## config.mk

```make
export PLATFORM = sky130hd
export DESIGN_NAME = pipelined_prefix_adder
export DESIGN_NICKNAME = d
export VERILOG_FILES = /design/src/rtl/pipelined_prefix_adder.sv
export SDC_FILE = /design/constraint.sdc
export NUM_CORES = 1
export LEC_CHECK = 0
export ABC_AREA = 1
export ABC_CLOCK_PERIOD_IN_PS = 2400
export CORE_MARGIN = 3
export CORE_UTILIZATION = 50
export CTS_CLUSTER_DIAMETER = 150
export DETAILED_ROUTE_END_ITERATION = 8
export GPL_ROUTABILITY_DRIVEN = 0
export PLACE_DENSITY = 0.75
export SYNTH_ARGS = -nofsm -noshare
export SYNTH_HDL_FRONTEND = slang
export SYNTH_SLANG_ARGS = --single-unit
```

## constraint.sdc

```tcl
create_clock -name clk -period 2.4 [get_ports clk]
set_input_delay 0.24 -clock clk [delete_from_list [all_inputs] [get_ports clk]]
set_output_delay 0.24 -clock clk [all_outputs]
set_load 0.1 [all_outputs]
```

## src/rtl/pipelined_prefix_adder.sv

```systemverilog
// Pipelined Sklansky parallel-prefix adder/subtractor with valid/ready on both sides.
// Pipeline: operand register (A, B', carry-in) -> stage 0 (bitwise g/p with the
// carry-in folded in as position 0) -> ceil(L/PIPE_LEVELS) prefix groups. Each group
// ends in a register. The last group's register is out_*, and it also carries the sum
// and the flags.
//
// Handshake: a transfer happens on a rising edge where valid & ready are both high.
// in_ready = ~(out_valid & ~out_ready). When the pipeline stalls, every register holds.
// Otherwise every stage advances, and bubbles advance along with valid data.
module pipelined_prefix_adder #(
  parameter int WIDTH       = 16,
  parameter int PIPE_LEVELS = 2
) (
  input  logic             clk,
  input  logic             rst_n,
  input  logic             in_valid,
  output logic             in_ready,
  input  logic [WIDTH-1:0] in_a,
  input  logic [WIDTH-1:0] in_b,
  input  logic             in_cin,
  input  logic             in_sub,
  output logic             out_valid,
  input  logic             out_ready,
  output logic [WIDTH-1:0] out_sum,
  output logic             out_cout,
  output logic             out_ovf,
  output logic             out_zero
);

  localparam int L = $clog2(WIDTH);
  localparam int S = (L + PIPE_LEVELS - 1) / PIPE_LEVELS;

  logic stall;
  logic adv;

  assign stall    = out_valid & ~out_ready;
  assign adv      = ~stall;
  assign in_ready = adv;

  // Operand register: mode is applied here, so B' and the carry-in are final.
  logic             cap_v;
  logic [WIDTH-1:0] cap_a;
  logic [WIDTH-1:0] cap_b;
  logic             cap_c;

  // Prefix stage registers. Position j of g/p covers bit j-1; position 0 is the
  // carry-in (g = cin, p = 0). After all levels, position i is the carry into bit i.
  logic             st_v [S];
  logic [WIDTH-1:0] st_a [S];
  logic [WIDTH-1:0] st_b [S];
  logic [WIDTH-1:0] st_g [S];
  logic [WIDTH-1:0] st_p [S];

  // Combinational outputs of each prefix group (index s feeds register s, S feeds out_*).
  logic [WIDTH-1:0] nx_g [1:S];
  logic [WIDTH-1:0] nx_p [1:S];

  logic [WIDTH-1:0] carry;
  logic [WIDTH-1:0] sum_n;
  logic             cout_n;
  logic             ovf_n;

  // Sklansky levels for each group. At level l, every position with bit (l-1) set
  // absorbs the top position of the lower half-block. That source is not written
  // at the same level, so an in-place ascending update is exact.
  always_comb begin
    logic [WIDTH-1:0] gt;
    logic [WIDTH-1:0] pt;
    int               k;
    gt = '0;
    pt = '0;
    k  = 0;
    for (int s = 1; s <= S; s++) begin
      gt = st_g[s-1];
      pt = st_p[s-1];
      for (int l = (s - 1) * PIPE_LEVELS + 1; l <= s * PIPE_LEVELS; l++) begin
        if (l <= L) begin
          for (int j = 0; j < WIDTH; j++) begin
            if (((j >> (l - 1)) & 1) == 1) begin
              k     = ((j >> (l - 1)) << (l - 1)) - 1;
              gt[j] = gt[j] | (pt[j] & gt[k]);
              pt[j] = pt[j] & pt[k];
            end
          end
        end
      end
      nx_g[s] = gt;
      nx_p[s] = pt;
    end
  end

  // Sum and flags from the completed carry vector; the MSB carry-out is one extra cell.
  always_comb begin
    carry  = nx_g[S];
    sum_n  = st_a[S-1] ^ st_b[S-1] ^ carry;
    cout_n = (st_a[S-1][WIDTH-1] & st_b[S-1][WIDTH-1]) |
             ((st_a[S-1][WIDTH-1] | st_b[S-1][WIDTH-1]) & carry[WIDTH-1]);
    ovf_n  = carry[WIDTH-1] ^ cout_n;
  end

  // Pipeline advance. Valid bits move on every non-stalled edge. Data registers load
  // only behind valid data, so the outputs keep their last value across bubbles.
  always_ff @(posedge clk or negedge rst_n) begin
    if (!rst_n) begin
      cap_v <= 1'b0;
      cap_a <= '0;
      cap_b <= '0;
      cap_c <= 1'b0;
      for (int s = 0; s < S; s++) begin
        st_v[s] <= 1'b0;
        st_a[s] <= '0;
        st_b[s] <= '0;
        st_g[s] <= '0;
        st_p[s] <= '0;
      end
      out_valid <= 1'b0;
      out_sum   <= '0;
      out_cout  <= 1'b0;
      out_ovf   <= 1'b0;
      out_zero  <= 1'b0;
    end else if (adv) begin
      cap_v <= in_valid;
      if (in_valid) begin
        cap_a <= in_a;
        cap_b <= in_sub ? ~in_b : in_b;
        cap_c <= in_sub | in_cin;
      end

      st_v[0] <= cap_v;
      if (cap_v) begin
        st_a[0] <= cap_a;
        st_b[0] <= cap_b;
        st_g[0] <= {cap_a[WIDTH-2:0] & cap_b[WIDTH-2:0], cap_c};
        st_p[0] <= {cap_a[WIDTH-2:0] | cap_b[WIDTH-2:0], 1'b0};
      end

      for (int s = 1; s < S; s++) begin
        st_v[s] <= st_v[s-1];
        if (st_v[s-1]) begin
          st_a[s] <= st_a[s-1];
          st_b[s] <= st_b[s-1];
          st_g[s] <= nx_g[s];
          st_p[s] <= nx_p[s];
        end
      end

      out_valid <= st_v[S-1];
      if (st_v[S-1]) begin
        out_sum  <= sum_n;
        out_cout <= cout_n;
        out_ovf  <= ovf_n;
        out_zero <= (sum_n == '0);
      end
    end
  end

endmodule

```

---- Yosys cells after proc, flatten, opt, wreduce, memory -nomap -nowiden ----
Cells that the tools add are included.
storage, ports and cells
  register bits ........................... 179
  input port bits ......................... 38
  output and inout bits ................... 21
  word-level logic and storage cells ...... 120
operators by class
  multiplexer cells ....................... 1
  bitwise gates (word level) .............. 95
  reductions and logical operators ........ 5
operators with widths
  operator             number
  1-bit bitwise AND    52
  1-bit bitwise OR     35
  16-bit bitwise XOR   2
  16-bit logical NOT   1
  16-bit 2-to-1 mux    1
  16-bit inverter      1
  15-bit bitwise AND   1
  15-bit bitwise OR    1
  2-bit AND reduction  4
  1-bit inverter       2
  1-bit bitwise XOR    1

---- Longest topological paths before layout ----
Gate-level depths: netlist (run 1).
  depth after elaboration ................. 7
  gate-level depth with buffers ........... 12
  depth with buffers taken out ............ 12

---- Least setup slack after synthesis (run 1) ----
Ideal clock, no wire load.
  path kind ............................... register to register
  from .................................... register out_valid
  to ...................................... register cap_a[10]
  setup time .............................. 116 ps
  arrival time ............................ 2041 ps
  data required time ...................... 2284 ps
  setup slack ............................. 243 ps
  stages on the path, launching flop included .. 9
  buffers on the path ..................... 1
  clock period less this slack ............ 2157 ps
  cells stage by stage .................... dfrtp_1 > inv_1 > nor2_4 > inv_2 > nand2_2 > inv_2 > buf_2 > nand2_1 > nand2_1
on the way
  cells in the longest elaborated chain, start to end .. 3
RTL lines
  what                           RTL line  source
  start: declaration             22        output logic out_valid,
  start signal: assignment       147       out_valid <= st_v[S-1];
  1-bit bitwise AND              36        assign stall = out_valid & ~out_ready;
  1-bit inverter (no line)       --
  via in_ready                   17        output logic in_ready,
  2-bit AND reduction (no line)  --
  end signal: assignment         124       cap_a <= in_a;
  end: declaration               42        logic [WIDTH-1:0] cap_a;
The timed path passes the listed nets, and every way through them passes these cells.
A chain may end at the register's enable or synchronous reset.

---- Worst setup path in the final report (run 1) ----
  from .................................... register st_g, in the netlist carry[3]
  to ...................................... register out_zero
on the way
  cells in the longest elaborated chain, start to end .. 6
  elaborated cells on any way between the ends .. 26
  those cells by class .................... 25 x bitwise; 1 x reduce/logical
RTL lines
  what                              RTL line  source
  start: declaration                51        logic [WIDTH-1:0] st_g [S];
  start signal: indexed assignment  142       st_g[s] <= nx_g[s];
  1-bit bitwise AND                 81        gt[j] = gt[j] | (pt[j] & gt[k]);
  1-bit bitwise OR                  81
  1-bit bitwise AND                 81
  1-bit bitwise OR                  81
  16-bit bitwise XOR (*)            95        sum_n = st_a[S-1] ^ st_b[S-1] ^ carry;
  16-bit logical NOT (*)            152       out_zero <= (sum_n == '0);
  end signal: assignment            152
  end: declaration                  27        output logic out_zero
Mark *: on every way between the ends. The rest lies on a longest branch, timed or not.

==> flow_summary.json, run 1 <==
{
  "status": "complete, no violations",
  "ys_ff_latch": 179,
  "synth.distinct_cells": 26,
  "total_power_mw": 12.5,
  "timing.fmax_mhz": 534,
  "leakage_nw": 4.41,
  "max_stage_delay_ns": 0.50,
  "cp_max_fo": 7,
  "worst_slew_margin_rel_pct": 59.9,
  "rows": 44,
  "powerDensity_mw_per_mm2": 1410,
  "grt_overflow_total": 0,
  "routed_wl_um": 14500,
  "cp_common_cell": "nand2_2",
  "dieArea_sq_mm": 0.0165,
  "fp.coreArea_sq_mm": 0.0146,
  "yosysTopAreaCell": "dfrtp_1",
  "crit_family": "simple AND/OR/NAND/NOR gates",
  "antenna_found_initial": 0,
  "ys.flop_type": "dfrtp_1",
  "p_sw_share_pct": 41.1,
  "cts_inserted_buffers": 17,
  "post_cts_buffers": 0,
  "yosys_warnings": 0,
  "cp.buffers_inverters": 1,
  "cp.required_ns": 2.77,
  "crit_arrival_ns": 2.24,
  "final_util_pct": 60.6,
  "io_buffers": 58,
  "cp-start-kind": "register",
  "hold_path_class": "input port to register",
  "path_class": "register to register",
  "max_cap_viol_count": 0,
  "drt_pre_antenna_iters": 5,
  "cts-root-buf": "clkbuf_16",
  "min_period_ns": 1.87,
  "fin_tns_setup_ns": 0,
  "vdd_drop_max_uv": 744,
  "post-dp-hpwl_um": 10000,
  "synth_top_area_share_pct": 59.9,
  "internal_power_mw": 7.35,
  "cts_resized": 0,
  "fin_nets": 944,
  "worst_pin_slew_ns": 0.601,
  "initial_utilization_pct": 51.3,
  "post-route-period-util_pct": 78.0,
  "wire_per_inst_um": 13.2,
  "drive_gt1_share_pct": 8.09,
  "clk_latency_ns": 0.42,
  "async_reset_ff_share_pct": 100,
  "cts_buffer_depth": 2,
  "syn_area_sq_mm": 0.00748,
  "cts.sinks": 179,
  "grt_start_max_net_pins": 61,
  "syn_inst": 848,
  "yosysSeqAreaShare_pct": 59.9,
  "grt_pass1_wl_um": 24900,
  "drv_slew": 0,
  "antenna_left": 0,
  "drc": 0,
  "die_w_um": 128,
  "setup_violations": 0,
  "htreeDepth": 4,
  "p_clk_share_pct": 22.5,
  "cp_slowest_cell": "fa_1",
  "vias": 5513,
  "first_global_vias": 5056,
  "timing.hold.ws_ns": 0.347,
  "seqPwrFrac_pct": 39.9,
  "final-hold-violation-count": 0,
  "drt_iter0_markers": 352,
  "ys_top_cells_by_area": "dfrtp_1 60%, nand2_1 17%, o21ai_0 6.5%, inv_1 3.8%, nand3_1 2.7%",
  "end_kind": "register",
  "via_per_inst": 5.02,
  "cts_tree": "yes",
  "comb_power_share_pct": 37.7,
  "path_cells": "nand2_2, nand2_4, nand2_2, nand2_2, a21oi_2, fa_1, inv_1, nor2_1, nand3_1, nor2_1, nand3_1, nand2_1",
  "clk_pin_slew_ns": 0.06,
  "ios": 59,
  "area_growth_pct": 18.1,
  "syn_nets": 887,
  "r2r_setup_slack_ns": 0.53,
  "grt_use_total_pct": 19.0,
  "grt_setup_unrepaired": "no",
  "skew_ns": 0.00628,
  "die-height_um": 128,
  "n_antenna_cell": 0,
  "avgSynthCellArea_sq_um": 8.82,
  "synth-edff-count": 0,
  "p_sw_mw": 5.13
}
synth_stat cells (3+ instances only):
master / instances
clkbuf_1: 6
xor2_1: 5
o21ai_0: 97
nand2_1: 334
a21oi_1: 8
nor2_4: 3
o221ai_1: 4
dfrtp_1: 179
o21ai_1: 5
xnor2_1: 20
nor2_1: 17
inv_2: 3
nand2_2: 4
a31oi_1: 5
nand3_1: 41
buf_2: 23
inv_1: 76
buf_4: 3
o211ai_1: 7
worst reg2reg max path, delay by kind of cell, from the launching register on:
kind | cells | cell delay, ns
and+or+nand+nor | 9 | 0.75
adders and majority gates | 1 | 0.50
DFF | 1 | 0.45
AOI/OAI and AO/OA | 1 | 0.07
buffers and inverters | 1 | 0.05
final cells by class:
class                           count  area (sq um)
Tap cell                          184           230
Clock inverter                      4          97.6
Timing Repair Buffer               73           707
Multi-Input combinational cell    555          2530
Inverter                           79           297
Fill cell                        1236          5750
Clock buffer                       25           495
Sequential cell                   179          4480
layout by cell type, fill, tap and decap left out, types with 5 or more instances in the layout:
cell type,count
inv_1,76
o211ai_1,7
xnor2_1,20
a21oi_1,8
o21ai_1,5
buf_4,30
buf_12,5
o21ai_0,97
xor2_1,5
clkbuf_16,17
nor2_1,16
clkdlybuf4s50_1,36
nand3_1,41
nand2_1,334
a31oi_1,5
dfrtp_1,179
metal layers:
metal / share of wire, % / up-vias / track usage [%]
met5: 0 / - / 0
met1: 51 / 2563 / 29.4
met4: 2.1 / 0 / 7.49
met2: 42 / 140 / 26.0
met3: 5.0 / 22 / 4.44
li1: - / 2788 / -
logic make-up (layout without fill, tap and decap cells):
group | after synthesis | after routing | synth area share (%)
xor gates and xnor gates | 25 | 25 | 2.93
and+or+nand+nor | 402 | 402 | 21.5
AOI/OAI and AO/OA | 127 | 127 | 9.06
buffers and inverters | 114 | 181 | 6.42
DFF | 179 | 179 | 59.9
adders and majority gates | 1 | 1 | 0.268
power by group through the flow:
stage | Combinational [mW] | Clock (mW) | Sequential (mW)
after global placement | 4.60 | 0 | 4.98
after global routing | 5.32 | 2.95 | 5.14
after CTS | 4.74 | 2.85 | 4.97
after floorplan | 2.57 | 0 | 5.88
final | 4.70 | 2.80 | 4.98
after detailed placement | 4.70 | 0 | 5.01
registers in the layout, indices dropped and copies added, names as in the netlist:
name and cells:
cap_b 16, st_p 24, carry 4, st_a 32, out_cout 1, cap_v 1, out_valid 1, out_ovf 1
out_zero 1, cap_a 16, out_sum 16, cap_c 1, st_b 32, nx_p 3, st_v 2, nx_g 4
st_g 24
metrics by stage:
step           worst slack, ns  instances  instance area, sq um
2_1_floorplan            0.243        848                  7480
3_3_place_gp             0.585       1069                  8230
3_5_place_dp             0.534       1069                  8230
4_1_cts                  0.520       1099                  8840
5_1_grt                  0.412       1099                  8840
6_report                 0.528       1099                  8840
repair_timing:
action                                  in CTS  in global routing
endpoints found under the setup margin       0                  0
endpoints found under the hold margin       57                  0
hold buffers                                 1                  0
final timing paths:
kind	start	cells after the start	to
max in group asynchronous	rst_n	3	cap_a[1]
setup / recovery	carry[3]	12	out_zero
min in group asynchronous	rst_n	2	out_sum[9]
hold reg to reg	st_a[28]	2	st_a[28]
setup reg to reg	carry[3]	12	out_zero
hold / removal	in_a[3]	3	cap_a[3]
(Power assumes the default switching activity.)
==> run 2: changes to the inputs <==
Settings changed: ABC_CLOCK_PERIOD_IN_PS 2400 to 1700, PLACE_DENSITY 0.75 to 0.78.
Clock period 2.4 ns to 1.7 ns, I/O delays scaled along.
==> run 2 against run 1 <==
Final area increased by 5.4%. Combinational power increased by 66%. Critical path depth unchanged. First-iteration DRC count increased by 49%. Core utilization increased by 3.3 points. Critical path type unchanged. Clock skew increased by 0.0011 ns. Critical endpoint unchanged. Sequential power increased by 43%. Maximum frequency increased by 10%. Via count increased by 4.0%. Total power increased by 52%.
==> flow_summary.json, run 2 (synthesis gave the netlist of run 1 again) <==
{
  "powerDensity_mw_per_mm2": 2030,
  "rr_startpoint": "st_p[7]",
  "rows": 44,
  "internal_power_mw": 11.1,
  "cts.sinks": 179,
  "worst_pin_slew_ns": 0.478,
  "cts_tree": "yes",
  "reg2reg_depth": 12,
  "p_sw_share_pct": 41.3,
  "layout_commonest_cell": "nand2_1",
  "routed_wl_um": 16000,
  "antenna_found_initial": 0,
  "first_global_vias": 5387,
  "die-height_um": 128,
  "path_class": "register to register",
  "critPathLaunch": "st_p[7]",
  "area_growth_pct": 24.5,
  "vias": 5732,
  "skew_ns": 0.00740,
  "drive_gt1_share_pct": 11.8,
  "post-dp-hpwl_um": 10600,
  "reg_top3": "st_a (32), st_b (32)",
  "status": "complete, no violations",
  "timing.hold.ws_ns": 0.132,
  "grt_start_max_net_pins": 81,
  "final-hold-violation-count": 0,
  "dieArea_sq_mm": 0.0165,
  "min_period_ns": 1.69,
  "max_cap_viol_count": 0,
  "grt_overflow_total": 0,
  "clk_pin_slew_ns": 0.07,
  "die_w_um": 128,
  "cts-root-buf": "clkbuf_16",
  "comb_power_share_pct": 41.1,
  "vdd_drop_max_uv": 909,
  "timing.fmax_mhz": 590,
  "cp.required_ns": 2.06,
  "fp.coreArea_sq_mm": 0.0146,
  "seqPwrFrac_pct": 37.6,
  "cp_max_fo": 2,
  "wire_per_inst_um": 14.2,
  "ios": 59,
  "cts_inserted_buffers": 17,
  "crit_arrival_ns": 2.06,
  "drv_slew": 0,
  "cp-start-kind": "register",
  "antenna_left": 0,
  "drc": 0,
  "total_power_mw": 18.9,
  "drt_iter0_markers": 525,
  "grt_pass1_wl_um": 26300,
  "via_per_inst": 5.09,
  "worst_slew_margin_rel_pct": 67.8,
  "fin_nets": 969,
  "setup_violations": 0,
  "post-route-period-util_pct": 99.6,
  "io_buffers": 58,
  "fill_cells": 1117,
  "hold_path_class": "input port to async pin",
  "n_antenna_cell": 0,
  "layout_common_cells": "334 x nand2_1, 178 x dfrtp_1, 95 x o21ai_0, 74 x inv_1, 40 x nand3_1",
  "worst_slack_ns": 0.00597,
  "reg2reg_to": "out_zero",
  "cts_buffer_depth": 2,
  "clk_latency_ns": 0.43,
  "p_clk_share_pct": 21.3,
  "leakage_nw": 4.65,
  "end_kind": "register",
  "drt_pre_antenna_iters": 5,
  "cp-endpoint": "out_zero",
  "grt_setup_unrepaired": "yes",
  "pre_cts_ws_ns": 0.0110,
  "grt_use_total_pct": 20.0,
  "htreeDepth": 4,
  "initial_utilization_pct": 51.3,
  "fin_tns_setup_ns": 0,
  "p_sw_mw": 7.83,
  "r2r_setup_slack_ns": 0.006
}
==> run 2: critical path, stage by stage, from the launching register on <==
cell     delay (ns)
dfrtp_1        0.36
nand2_2        0.07
nand2_4        0.07
nand2_4        0.05
nand2_4        0.06
a21oi_2        0.06
fa_1           0.50
inv_1          0.04
nor2_1         0.10
nand3_1        0.08
nor2_1         0.10
nand3_1        0.07
nand2_1        0.06
==> run 2: cell type report <==
class                   count  area, sq um  share of cell area [%]
inverters                  79          304                    3.26
multi-input cells         555         2550                    27.4
clock inverters            14          174                    1.87
repair buffers             98         1130                    12.2
well taps                 184          230                    2.47
flip-flops and latches    179         4480                    48.1
clock buffers              18          439                    4.71
==> run 2: per-stage QoR <==
step,area [sq um],util [%],cells
detailed placement,8530,58.4,1084
floorplan,7490,-,848
finish,9320,63.9,1127
global route,9320,63.9,1127
global placement,8530,58.4,1084
CTS,9160,62.8,1118
==> run 2: what timing repair did <==
| action | CTS | global route |
|---|---|---|
| endpoints found under the setup margin | 2 | 19 |
| resized for setup | 2 | 14 |
| cloned | 0 | 2 |
| setup buffers | 1 | 7 |
| pin swaps | 1 | 3 |
| hold buffers | 1 | 0 |
| hold endpoints to repair | 179 | 0 |
==> run 2: power groups by stage <==
| stage | sequential, mW | combinational [mW] | clock [mW] |
|---|---|---|---|
| floorplan | 8.31 | 3.64 | 0 |
| global placement | 7.08 | 7.13 | 0 |
| detailed placement | 7.14 | 7.31 | 0 |
| CTS | 7.08 | 7.41 | 4.09 |
| global route | 7.32 | 8.62 | 4.27 |
| finish | 7.13 | 7.78 | 4.04 |
==> run 2: worst min path at each step <==
stage / endpoint / slack, ns / cells past startpoint
after floorplan: cap_a[0] / -0.13 / 0
after global placement: out_sum[8] / 0.01 / 1
after detailed placement: out_sum[8] / 0.01 / 1
after CTS: st_b[10] / 0.13 / 2
after global routing: st_a[25] / 0.15 / 2
final: st_b[26] / 0.13 / 2
==> run 2: metal layers <==
layer	global-route usage [%]	routed length, um	vias to the layer above
li1	-	-	2834
met1	30.3	7660	2685
met2	28.0	7080	190
met3	4.77	942	23
met4	7.99	321	0
met5	0	0	-
==> run 3: changes to the inputs <==
Settings changed: ABC_AREA 1 to not set, CORE_ASPECT_RATIO set to 1.25, CTS_BUF_LIST set to sky130_fd_sc_hd__clkbuf_4.
==> run 3 against run 2 <==
The flow now finishes with violations (negative setup slack). Register-to-register slack got worse by 0.12 ns. Worst hold slack improved by 0.083 ns. Non-clock buffer count fell by 7. Via count decreased by 22%. Synthesized cell count is 30% lower. Synthesized area fell by 3.2%. Core utilization fell by 1.6 points. Die area is 3.0% lower. Sequential share of layout area up 3.4 points. Combinational power grew 2.7%. Worst setup slack worse by 0.12 ns. Maximum frequency is 6.7% lower. Critical path type unchanged. Critical endpoint unchanged. Largest cell class unchanged.
==> flow_summary.json, run 3 <==
{
  "drt_pre_antenna_iters": 4,
  "rr_startpoint": "carry[3]",
  "path_class": "register to register",
  "syn_inst": 590,
  "cts_inserted_buffers": 17,
  "grt_setup_unrepaired": "yes",
  "total_power_mw": 17.8,
  "max_cap_viol_count": 0,
  "hold_path_class": "input port to register",
  "cp-start-kind": "register",
  "min_period_ns": 1.81,
  "worst_slew_margin_rel_pct": 76.5,
  "dieArea_sq_mm": 0.0160,
  "skew_ns": 0.0192,
  "drc": 0,
  "end_kind": "register",
  "pre_cts_ws_ns": -0.178,
  "status": "complete, but fails checks",
  "yosys-top-cells-count": "179 x dfrtp_1, 101 x nand2_1, 97 x mux2_2, 73 x o21ai_0, 43 x xnor2_1",
  "hold_path_end": "cap_c",
  "synth-edff-count": 0,
  "htreeDepth": 4,
  "grt_use_total_pct": 16.8,
  "avgSynthCellArea_sq_um": 12.3,
  "async_reset_ff_share_pct": 100,
  "syn_nets": 629,
  "reg2reg_to": "out_zero",
  "vdd_drop_max_uv": 1730,
  "max_stage_delay_ns": 0.44,
  "drive_gt1_share_pct": 27.7,
  "cts-root-buf": "clkbuf_4",
  "area_growth_pct": 20.3,
  "cp.required_ns": 2.14,
  "clk_latency_ns": 0.54,
  "worst_slack_ns": -0.115,
  "crit_family": "compound AO/OA/AOI/OAI gates",
  "powerDensity_mw_per_mm2": 2050,
  "routed_wl_um": 12700,
  "fin_tns_setup_ns": -0.115,
  "path_cells": "a21o_1, a21o_4, a21oi_4, fa_1, nand4_1, nor4_1, a22o_1",
  "crit_arrival_ns": 2.25,
  "reg2reg_depth": 7,
  "finalNonFillerCells": 861,
  "yosysTopAreaCell": "dfrtp_1",
  "first_global_vias": 4460,
  "cp_slowest_cell": "fa_1",
  "post-route-period-util_pct": 107,
  "yosys_warnings": 0,
  "worst_pin_slew_ns": 0.350,
  "drt_iter0_markers": 126,
  "cp_max_fo": 2,
  "cts_buffer_depth": 2,
  "cts.sinks": 179,
  "leakage_nw": 3.89,
  "violations": "negative setup slack",
  "yosysSeqAreaShare_pct": 61.9,
  "grt_start_max_net_pins": 50,
  "ys.flop_type": "dfrtp_1",
  "ys_top_cells_by_area": "dfrtp_1 62%, mux2_2 15%, nand2_1 5.2%, xnor2_1 5.2%, o21ai_0 5.0%",
  "antenna_left": 0,
  "ios": 59,
  "r2r_setup_slack_ns": -0.11,
  "setup_violations": 1,
  "initial_utilization_pct": 51.7,
  "ys_ff_latch": 179,
  "clk_pin_slew_ns": 0.13,
  "wire_per_inst_um": 14.7,
  "hold_path_depth": 3,
  "antenna_found_initial": 1,
  "final-hold-violation-count": 0,
  "cp.buffers_inverters": 0,
  "die_w_um": 114,
  "layout_common_cells": "178 x dfrtp_1, 99 x nand2_1, 97 x mux2_2, 73 x o21ai_0, 42 x xnor2_1",
  "timing.hold.ws_ns": 0.215,
  "fin_nets": 711,
  "placed_cells_incl_taps": 824,
  "synth_top_area_share_pct": 61.9,
  "grt_pass1_wl_um": 21300,
  "drv_slew": 0,
  "via_per_inst": 5.20,
  "synth.distinct_cells": 25,
  "synth_most_common_cell": "dfrtp_1",
  "rows": 48,
  "layout_commonest_cell": "dfrtp_1",
  "timing.fmax_mhz": 551,
  "grt_overflow_total": 0,
  "vias": 4478,
  "fp.coreArea_sq_mm": 0.0140,
  "syn_area_sq_mm": 0.00724,
  "reg_top3": "st_a (32), st_b (32)",
  "worstHoldStart": "in_cin",
  "post-dp-hpwl_um": 9310,
  "io_buffers": 58,
  "die-height_um": 141,
  "cts_tree": "yes"
}
==> run 3: worst max path at each step <==
stage	start	end	slack, ns	depth (start not counted)
CTS	carry[3]	out_zero	-0.13	7
finish	carry[3]	out_zero	-0.11	7
global placement	st_p[7]	out_zero	-0.17	7
floorplan	carry[3]	out_zero	-0.16	7
detailed placement	st_p[7]	out_zero	-0.18	7
global route	carry[3]	out_zero	-0.16	7
==> run 3: cells by family after synthesis <==
family / share of synthesized area, %
XOR/XNOR: 5.69
buffers and inverters: 2.00
adder cells (fa/ha/maj): 0.277
flip-flops: 61.9
multiplexers: 15.1
AO/OA/AOI/OAI: 7.79
AND/OR/NAND/NOR: 7.28
==> run 3: repair_timing <==
item | in CTS | in global routing
pin swaps | 2 | 0
hold endpoints to repair | 179 | 0
resized for setup | 2 | 0
hold buffers | 3 | 0
setup buffers | 2 | 0
setup endpoints to repair | 2 | 1
==> run 3: report_power, final <==
group | leakage [nW] | total [mW] | internal, mW | switching (mW)
logic | 1.55 | 7.99 | 3.65 | 4.34
registers | 2.20 | 7.57 | 6.19 | 1.38
clock network | 0.137 | 2.24 | 0.875 | 1.36
==> run 3: tightest hold or removal path, stage by stage <==
cell	delay, ns
clkdlybuf4s50_1	0.40
nor2_1	0.08
o21ai_0	0.08
==> run 3: final cells by class <==
type,count,area [sq um]
Multi-Input combinational cell,380,2650
Antenna cell,1,2.50
Sequential cell,179,4480
Tap cell,175,219
Clock buffer,18,135
Fill cell,1090,5290
Inverter,3,18.8
Clock inverter,14,138
Timing Repair Buffer,91,1060
==> run 3: per-layer routing <==
| layer | GRT usage, % | wire length, um |
|---|---|---|
| met5 | 0 | 0 |
| met4 | 4.62 | 132 |
| met3 | 4.28 | 495 |
| met2 | 27.9 | 6370 |
| met1 | 22.1 | 5690 |
==> run 3: through the flow <==
stage | instance area [sq um] | utilization (%)
6_report | 8710 | 62.2
5_1_grt | 8710 | 62.2
4_1_cts | 8700 | 62.2
3_5_place_dp | 8380 | 59.9
3_3_place_gp | 8380 | 59.9
2_1_floorplan | 7340 | -
